<file path="config.mk">
export PLATFORM = sky130hd
export DESIGN_NAME = text_console_writer
export DESIGN_NICKNAME = d
export VERILOG_FILES = /design/src/rtl/text_console_writer.sv
export SDC_FILE = /design/constraint.sdc
export NUM_CORES = 1
export LEC_CHECK = 0
export ABC_AREA = 1
export CAP_MARGIN = 15
export CORE_UTILIZATION = 40
export CTS_CLUSTER_DIAMETER = 80
export DETAILED_ROUTE_END_ITERATION = 10
export GPL_TIMING_DRIVEN = 1
export SYNTH_ARGS = -nofsm -noshare
export SYNTH_HDL_FRONTEND = slang
export SYNTH_SLANG_ARGS = --single-unit
</file>
<file path="constraint.sdc">
create_clock -name clk -period 4.4 [get_ports clk]
set_input_delay 0.66 -clock clk [delete_from_list [all_inputs] [get_ports clk]]
set_output_delay 0.66 -clock clk [all_outputs]
set_load 0.1 [all_outputs]
</file>
<file path="src/rtl/text_console_writer.sv">
// text_console_writer: byte-stream sequencer for the character RAM write port.
// Tracks the cursor, decodes control codes and runs blanking sweeps.
module text_console_writer #(
  parameter int         COLS  = 80,
  parameter int         ROWS  = 60,
  parameter int         AW    = 13,
  parameter logic [7:0] BLANK = 8'h20
) (
  input  logic          clk,
  input  logic          rstn,
  input  logic [7:0]    in_data,
  input  logic          in_valid,
  output logic          in_ready,
  input  logic          clear,
  output logic          busy,
  output logic [AW-1:0] waddr,
  output logic [7:0]    wdata,
  output logic          write_en,
  output logic [6:0]    cur_x,
  output logic [5:0]    cur_y
);

  localparam logic [1:0] FULLCLR = 2'd0;
  localparam logic [1:0] IDLE    = 2'd1;
  localparam logic [1:0] LINECLR = 2'd2;

  localparam logic [AW:0]   TOTAL    = (AW+1)'(COLS*ROWS);
  localparam logic [AW:0]   ONE      = (AW+1)'(1);
  localparam logic [6:0]    LAST_X   = 7'(COLS-1);
  localparam logic [5:0]    LAST_Y   = 6'(ROWS-1);
  localparam logic [6:0]    NCOLS    = 7'(COLS);
  localparam logic [AW-1:0] ROW_STEP = AW'(COLS);

  logic [1:0]    state;
  logic [AW:0]   sw_addr;
  logic [6:0]    sw_col;
  logic [AW-1:0] row_base;
  logic [AW-1:0] nxt_base;
  logic [AW-1:0] cur_addr;
  logic [AW-1:0] bs_addr;
  logic [AW-1:0] sw_waddr;
  logic [5:0]    nxt_y;
  logic          accept;
  logic          printable;

  assign in_ready  = (state == IDLE) && !clear;
  assign busy      = (state != IDLE);
  assign accept    = in_valid && in_ready;
  assign printable = (in_data >= 8'h20) && (in_data <= 8'h7E);

  // row_base tracks cur_y*COLS incrementally, so no multiplier is needed
  always_comb begin
    nxt_y    = (cur_y == LAST_Y) ? '0 : cur_y + 6'd1;
    nxt_base = (cur_y == LAST_Y) ? '0 : row_base + ROW_STEP;
    cur_addr = row_base + AW'(cur_x);
    bs_addr  = row_base + AW'(cur_x - 7'd1);
    sw_waddr = row_base + AW'(sw_col);
  end

  always_ff @(posedge clk or negedge rstn) begin
    if (!rstn) begin
      state    <= FULLCLR;
      sw_addr  <= '0;
      sw_col   <= '0;
      row_base <= '0;
      cur_x    <= '0;
      cur_y    <= '0;
      write_en <= 1'b0;
      waddr    <= '0;
      wdata    <= BLANK;
    end else begin
      write_en <= 1'b0;
      if (clear) begin
        state   <= FULLCLR;
        sw_addr <= '0;
      end else begin
        unique case (state)
          FULLCLR: begin
            if (sw_addr < TOTAL) begin
              write_en <= 1'b1;
              waddr    <= sw_addr[AW-1:0];
              wdata    <= BLANK;
              sw_addr  <= sw_addr + ONE;
            end else begin
              state    <= IDLE;
              cur_x    <= '0;
              cur_y    <= '0;
              row_base <= '0;
            end
          end
          LINECLR: begin
            if (sw_col < NCOLS) begin
              write_en <= 1'b1;
              waddr    <= sw_waddr;
              wdata    <= BLANK;
              sw_col   <= sw_col + 7'd1;
            end else begin
              state <= IDLE;
            end
          end
          IDLE: begin
            if (accept) begin
              unique case (1'b1)
                printable: begin
                  write_en <= 1'b1;
                  waddr    <= cur_addr;
                  wdata    <= in_data;
                  if (cur_x == LAST_X) begin
                    cur_x    <= '0;
                    cur_y    <= nxt_y;
                    row_base <= nxt_base;
                    sw_col   <= '0;
                    state    <= LINECLR;
                  end else begin
                    cur_x <= cur_x + 7'd1;
                  end
                end
                (in_data == 8'h0D): cur_x <= '0;
                // LF writes column 0 of the new row right away
                (in_data == 8'h0A): begin
                  cur_x    <= '0;
                  cur_y    <= nxt_y;
                  row_base <= nxt_base;
                  write_en <= 1'b1;
                  waddr    <= nxt_base;
                  wdata    <= BLANK;
                  sw_col   <= 7'd1;
                  state    <= LINECLR;
                end
                (in_data == 8'h08): begin
                  if (cur_x != '0) begin
                    cur_x    <= cur_x - 7'd1;
                    write_en <= 1'b1;
                    waddr    <= bs_addr;
                    wdata    <= BLANK;
                  end
                end
                (in_data == 8'h0C): begin
                  state   <= FULLCLR;
                  sw_addr <= '0;
                end
                default: ;
              endcase
            end
          end
          default: begin
            state   <= FULLCLR;
            sw_addr <= '0;
          end
        endcase
      end
    end
  end

endmodule

</file>
## Word level (Yosys, flattened, before mapping)

Index checks and enable logic that the tools add are counted.

- Add/subtract/negate cells: 10
- Magnitude comparators: 4
- Equal/unequal tests: 26
- Muxes and demuxes: 54
- Bitwise logic cells: 1
- Reductions and logical operators: 17

Operators by type and width:

| kind | count |
|---|---|
| 13-bit 2-to-1 mux | 8 |
| 13-bit one-hot mux with 3 select lines | 2 |
| 14-bit 2-to-1 mux | 4 |
| 13-bit one-hot mux with 2 select lines | 2 |
| 7-bit 2-to-1 mux | 7 |
| 8-bit one-hot mux with 3 select lines | 2 |
| 14-bit one-hot mux with 3 select lines | 1 |
| 7-bit one-hot mux with 2 select lines | 3 |
| 8-bit by 4-bit equality test with 1-bit output (second input constant) | 4 |
| 8-bit 2-to-1 mux | 4 |
| 13-bit by 7-bit adder with 13-bit output | 2 |
| 6-bit 2-to-1 mux | 4 |
| 6-bit one-hot mux with 2 select lines | 2 |
| 7-bit one-hot mux with 3 select lines | 1 |
| 6-bit AND reduction | 3 |
| 14-bit by 1-bit adder with 14-bit output (second input constant) | 1 |
| 7-bit by 1-bit adder with 7-bit output (second input constant) | 2 |
| 14-bit by 13-bit < comparator with 1-bit output (second input constant) | 1 |
| 13-bit adder | 1 |
| 13-bit by 7-bit adder with 13-bit output (second input constant) | 1 |
| 3-bit by 2-bit inequality test with 1-bit output (second input constant) | 4 |
| 3-bit inequality test (second input constant) | 4 |
| 2-bit one-hot mux with 3 select lines | 2 |
| 2-bit 2-to-1 mux | 5 |
| 29 further kinds | 42 |

- Register bits: 71
- Logic and storage cells: 121

## Depth between registers and ports, before layout

- Depth in word-level cells: 7
- Depth in mapped cells: 22
- Gate-level depth less buffers: 22

## Worst setup path after synthesis

OpenSTA, ideal clock, no wires.

- Path kind: reg-to-reg
- From: reg state[1]
- To: reg sw_addr[3]
- Setup time: 119 ps
- Arrival time: 3183 ps
- Slack: 1098 ps
- Cell stages (with the launch flop): 10
- Buffers on the path: 1
- Cells stage by stage: dfrtp_1 > inv_1 > ha_1 > inv_2 > nor2_1 > o21ai_1 > nand3_1 > clkbuf_1 > o21ai_0 > o21a_1

- Word-level cells in the longest chain between the ends: 5
- Elaborated cells between the ends (all ways): 12
- Classes of those cells: 6 x eq/ne; 2 x mux; 4 x reduce/logical

Ends and longest elaborated chain:

| item | RTL line | RTL |
|---|---|---|
| start, declared | 34 | `logic [1:0] state;` |
| start signal, assigned | 62 | `state <= FULLCLR;` |
| start signal, assigned | 74 | `state <= FULLCLR;` |
| start signal, assigned | 85 | `state <= IDLE;` |
| 2-bit by 1-bit equality test with 1-bit output | 46 | `assign in_ready = (state == IDLE) && !clear;` |
| 1-bit logical AND | 46 |  |
| named net in_ready | 13 | `output logic in_ready,` |
| 1-bit logical AND | 48 | `assign accept = in_valid && in_ready;` |
| 3-bit inequality test (no source line) | - |  |
| 4-bit AND reduction (no source line) | - |  |
| end signal, assigned | 83 | `sw_addr <= sw_addr + ONE;` |
| end, declared | 35 | `logic [AW:0] sw_addr;` |

The timed path passes the listed nets, and every way through them passes these cells.
A chain may end at the register's enable or synchronous reset.

## Final worst setup path

- From: in in_data[2]
- To: reg waddr[8]

- Word-level cells in the longest chain between the ends: 5
- Elaborated cells between the ends (all ways): 11
- Classes of those cells: 2 x order compare; 4 x eq/ne; 3 x mux; 2 x reduce/logical

Ends and longest elaborated chain:

| item | RTL line | RTL |
|---|---|---|
| start, declared | 11 | `input logic [7:0] in_data,` |
| 8-bit by 6-bit >= comparator with 1-bit output / 8-bit by 7-bit less-or-equal comparator with 1-bit output (equally long branches) | 49 | `assign printable = (in_data >= 8'h20) && (in_data <= 8'h7E);` |
| 1-bit logical AND | 49 |  |
| 13-bit one-hot mux with 3 select lines | 103 | `unique case (1'b1)` |
| 13-bit 2-to-1 mux | 102 | `if (accept) begin` |
| 13-bit one-hot mux with 3 select lines | 77 | `unique case (state)` |
| end signal, assigned | 81 | `waddr <= sw_addr[AW-1:0];` |
| end signal, assigned | 94 | `waddr <= sw_waddr;` |
| end signal, assigned | 106 | `waddr <= cur_addr;` |
| end, declared | 16 | `output logic [AW-1:0] waddr,` |

Parallel ways exist; a longest one is shown, timed or not. The select of a mux whose other input is x is not followed.

==> flow_metrics.env <==
export IMPL_grt_max_degree=72
export IMPL_tns_ns=0
export IMPL_dr_pass1_iters=5
export IMPL_std_cell_rows=43
export IMPL_cp_required_ns=4.64
export IMPL_start_util_pct=40.77
export IMPL_p_leak_nw=3.284
export IMPL_clk_latency_ns=0.35
export IMPL_die_height_um=120.7
export IMPL_grt_pass1_wl_um=27530
export IMPL_synth_top_family_by_area="simple AND/OR/NAND/NOR gates"
export IMPL_rr_endpoint="waddr[10]"
export IMPL_wirelength_um=16650
export IMPL_tightest_slew_ns=1.002
export IMPL_seqPwrFrac_pct=24.0
export IMPL_numCtsBuffers=9
export IMPL_wl_per_cell_um=15.22
export IMPL_cts_sinks=71
export IMPL_post_synth_num_cell_types=42
export IMPL_rr_worst_depth=17
export IMPL_post_cts_setup_buffers=0
export IMPL_htreeDepth=3
export IMPL_power_density_nw_per_um2=657.2
export IMPL_grt_ovfl_total=0
export IMPL_ys_warn_count=0
export IMPL_synth_seq_cells=71
export IMPL_crit_top_cell="nand2_1"
export IMPL_synthTopCellsByArea="dfrtp_1 31%, nand2_1 17%, nand3_1 7.7%"
export IMPL_clkTransAtPathRegs_ns=0.07
export IMPL_p_int_mw=2.064
export IMPL_synth_xor_area_share_pct=2.175
export IMPL_final_nets=954
export IMPL_vias_per_cell=5.162
export IMPL_syn_area_per_cell_um2=6.516
export IMPL_die_area_um2=14570
export IMPL_wl_met3_um=813
export IMPL_cts_resized=0
export IMPL_netlist_area_um2=5637
export IMPL_setup_worst_path_class="in -> reg"
export IMPL_p_sw_share_pct=52.54
export IMPL_synth_area_mux_share_pct=0
export IMPL_end_kind="flop"
export IMPL_p_comb_share_pct=55.8
export IMPL_met1Wirelength_um=7961
export IMPL_power_frac_clock_pct=20.2
export IMPL_worstSetupEndpoint="waddr[8]"
export IMPL_synthAdderAreaFrac_pct=7.592
export IMPL_dp_hpwl_um=12420
export IMPL_top_layer="met4"
export IMPL_grt_setup_unrepaired="no"
export IMPL_finalHoldViolCount=0
export IMPL_synth_edf_count=0
export IMPL_slowest_delay_ns=0.58
export IMPL_drcViolationCount=0
export IMPL_syn_num_nets=910
export IMPL_syn_to_final_growth_pct=17.40
export IMPL_synthArstFlopShare_pct=100.0
export IMPL_setup_worst_path_start="in_data[2]"
export IMPL_yosysMostFrequentCell="nand2_1"
export IMPL_switchingPower_mw=2.285
export IMPL_antenna_left=0
export IMPL_antenna_cells=0
export IMPL_cp_slowest_cell="clkdlybuf4s50_1"
export IMPL_setup_slack_ns=1.133
export IMPL_grt_pass1_vias=5190
export IMPL_relSlewSlack_pct=32.98
export IMPL_r2r_start="cur_x[0]"
export IMPL_core_area_um2=13830
export IMPL_grt_usage_pct=24.57
export IMPL_gp_congestion=0.8889
export IMPL_path_cells="clkdlybuf4s50_1, nor2_1, nand2_1, nor2_1, buf_4, ha_1, inv_1, ha_1, fa_1, nand3_1, nand2_1, nand2_1, nand2_1, nand2_1, nand3_1, o21ai_0, nand3_1, nand3_1, nand2_1"
export IMPL_drt_iter0_drc=444
export IMPL_yosys_area_top_type="dfrtp_1"
export IMPL_postCtsHoldBufs=0
export IMPL_synthCells=865
export IMPL_period_needed_ns=3.267
export IMPL_synth_common_cells="259 x nand2_1, 103 x nor2_1, 101 x inv_1"
export IMPL_start_kind="input pin"
export IMPL_io_buffers=48
export IMPL_seq_area_frac_synth_pct=31.54
export IMPL_crit_arrival_ns=3.51
export IMPL_drive_above_1_share_pct=6.018
export IMPL_num_vias=5647
export IMPL_synth_compound_area_share_pct=12.90
export IMPL_boundaryPins=49
export IMPL_rrSetupSlack_ns=1.29
export IMPL_slew_viol_final=0
export IMPL_ir_worst_vdd_mv=0.5001
export IMPL_antenna_found_initial=0
export IMPL_period_share_pct=74.26
export IMPL_drv_cap=0
export IMPL_max_clock_freq_ghz=0.3061
export IMPL_final_cells=1094
export IMPL_fin_skew_ns=0.009613
export IMPL_routed_wl_met2_um=7380
export IMPL_hp_class="in -> async"
export IMPL_outcome="complete, no violations"
export IMPL_place_ws_ns=0.7815
export IMPL_synth_top_flop_cell="dfrtp_1"
export IMPL_cts_path_max_buffers=2
export IMPL_cts_tree="built"
export IMPL_root_buffer="clkbuf_16"
export IMPL_setup_viol=0
export IMPL_post_synth_and_or_nand_nor_area_fraction_pct=36.67
export IMPL_dp_cells=1078
export IMPL_crit_fanout=20
export IMPL_fp_dieW_um=120.7
export IMPL_synth_top_area_share_pct=31.08
## state kept, by name, indices dropped and copies added (netlist names)
signal	cells
row_base	13
write_en	1
wdata	8
sw_col	7
cur_x	7
state	2
waddr	13
sw_addr	14
cur_y	6
## power by group through the flow
stage	registers [mW]	logic, mW	clock network, mW
after global routing	1.07	2.67	0.918
after CTS	1.04	2.42	0.891
after global placement	1.05	2.40	0
final	1.05	2.43	0.877
after floorplan	1.68	1.16	0
after detailed placement	1.05	2.41	0
## through the flow
| stage | hold WS [ns] | area [µm²] | power, mW | util [%] |
|---|---|---|---|---|
| final | 0.4403 | 6618 | 4.349 | 47.86 |
| after detailed placement | 0.4661 | 6274 | 3.455 | 45.37 |
| after global routing | 0.5071 | 6618 | 4.651 | 47.86 |
| after floorplan | 0.3644 | 5637 | 2.838 | - |
| after CTS | 0.4853 | 6618 | 4.351 | 47.86 |
| after global placement | 0.4657 | 6274 | 3.453 | 45.37 |
## per-layer routing
metal  vias up  track usage, %
li1       2892               -
met1      2573           34.55
met2       153           37.57
met3        29           3.208
met4         0           10.80
met5         -               0
## final cells by class
cell class	count	area, µm²
clock buffer	10	229.0
multi-input combinational	666	3344
tap	180	225.2
fill	1393	7209
inverter	106	397.9
sequential	71	1778
clock inverter	6	115.1
timing repair buffer	55	528.0
## worst max-delay path, delay by kind of cell
| kind | cells | cell delay, ns |
|---|---|---|
| AND/OR/NAND/NOR | 12 | 0.97 |
| adder cells (fa/ha/maj) | 3 | 0.96 |
| buffers and inverters | 3 | 0.81 |
| AO/OA/AOI/OAI | 1 | 0.09 |
## kinds of logic (layout without fill, tap and decap cells)
family	count (synthesis)	in the layout
AOI/OAI and AO/OA	128	128
xor gates and xnor gates	14	14
adders and majority gates	33	33
buffers and inverters	128	177
DFF	71	71
and+or+nand+nor	491	491
## worst min path at each step
| stage | startpoint | to | slack [ns] | depth (start not counted) |
|---|---|---|---|---|
| 6_report | rstn | wdata[4] | 0.44 | 1 |
| 5_1_grt | waddr[6] | waddr[6] | 0.51 | 2 |
| 3_5_place_dp | wdata[1] | wdata[1] | 0.47 | 2 |
| 4_1_cts | waddr[9] | waddr[9] | 0.49 | 2 |
| 3_3_place_gp | wdata[0] | wdata[0] | 0.47 | 2 |
| 2_1_floorplan | rstn | cur_x[0] | 0.36 | 0 |
## cell usage in the layout, fill, tap and decap left out, types with 5 or more instances in the layout
master           instances
inv_1                  101
o21ai_1                 10
nor3_1                  10
inv_2                    5
o22ai_1                  5
buf_4                    9
nor2_1                 103
nand3_1                 87
nand4_1                 12
clkbuf_16                9
xor2_1                  11
clkdlybuf4s50_1         46
dfrtp_1                 70
a21oi_1                 32
ha_1                    31
o21ai_2                  5
or2_2                    8
o21ai_0                 52
nand2_1                259
(Power assumes the default switching activity.)
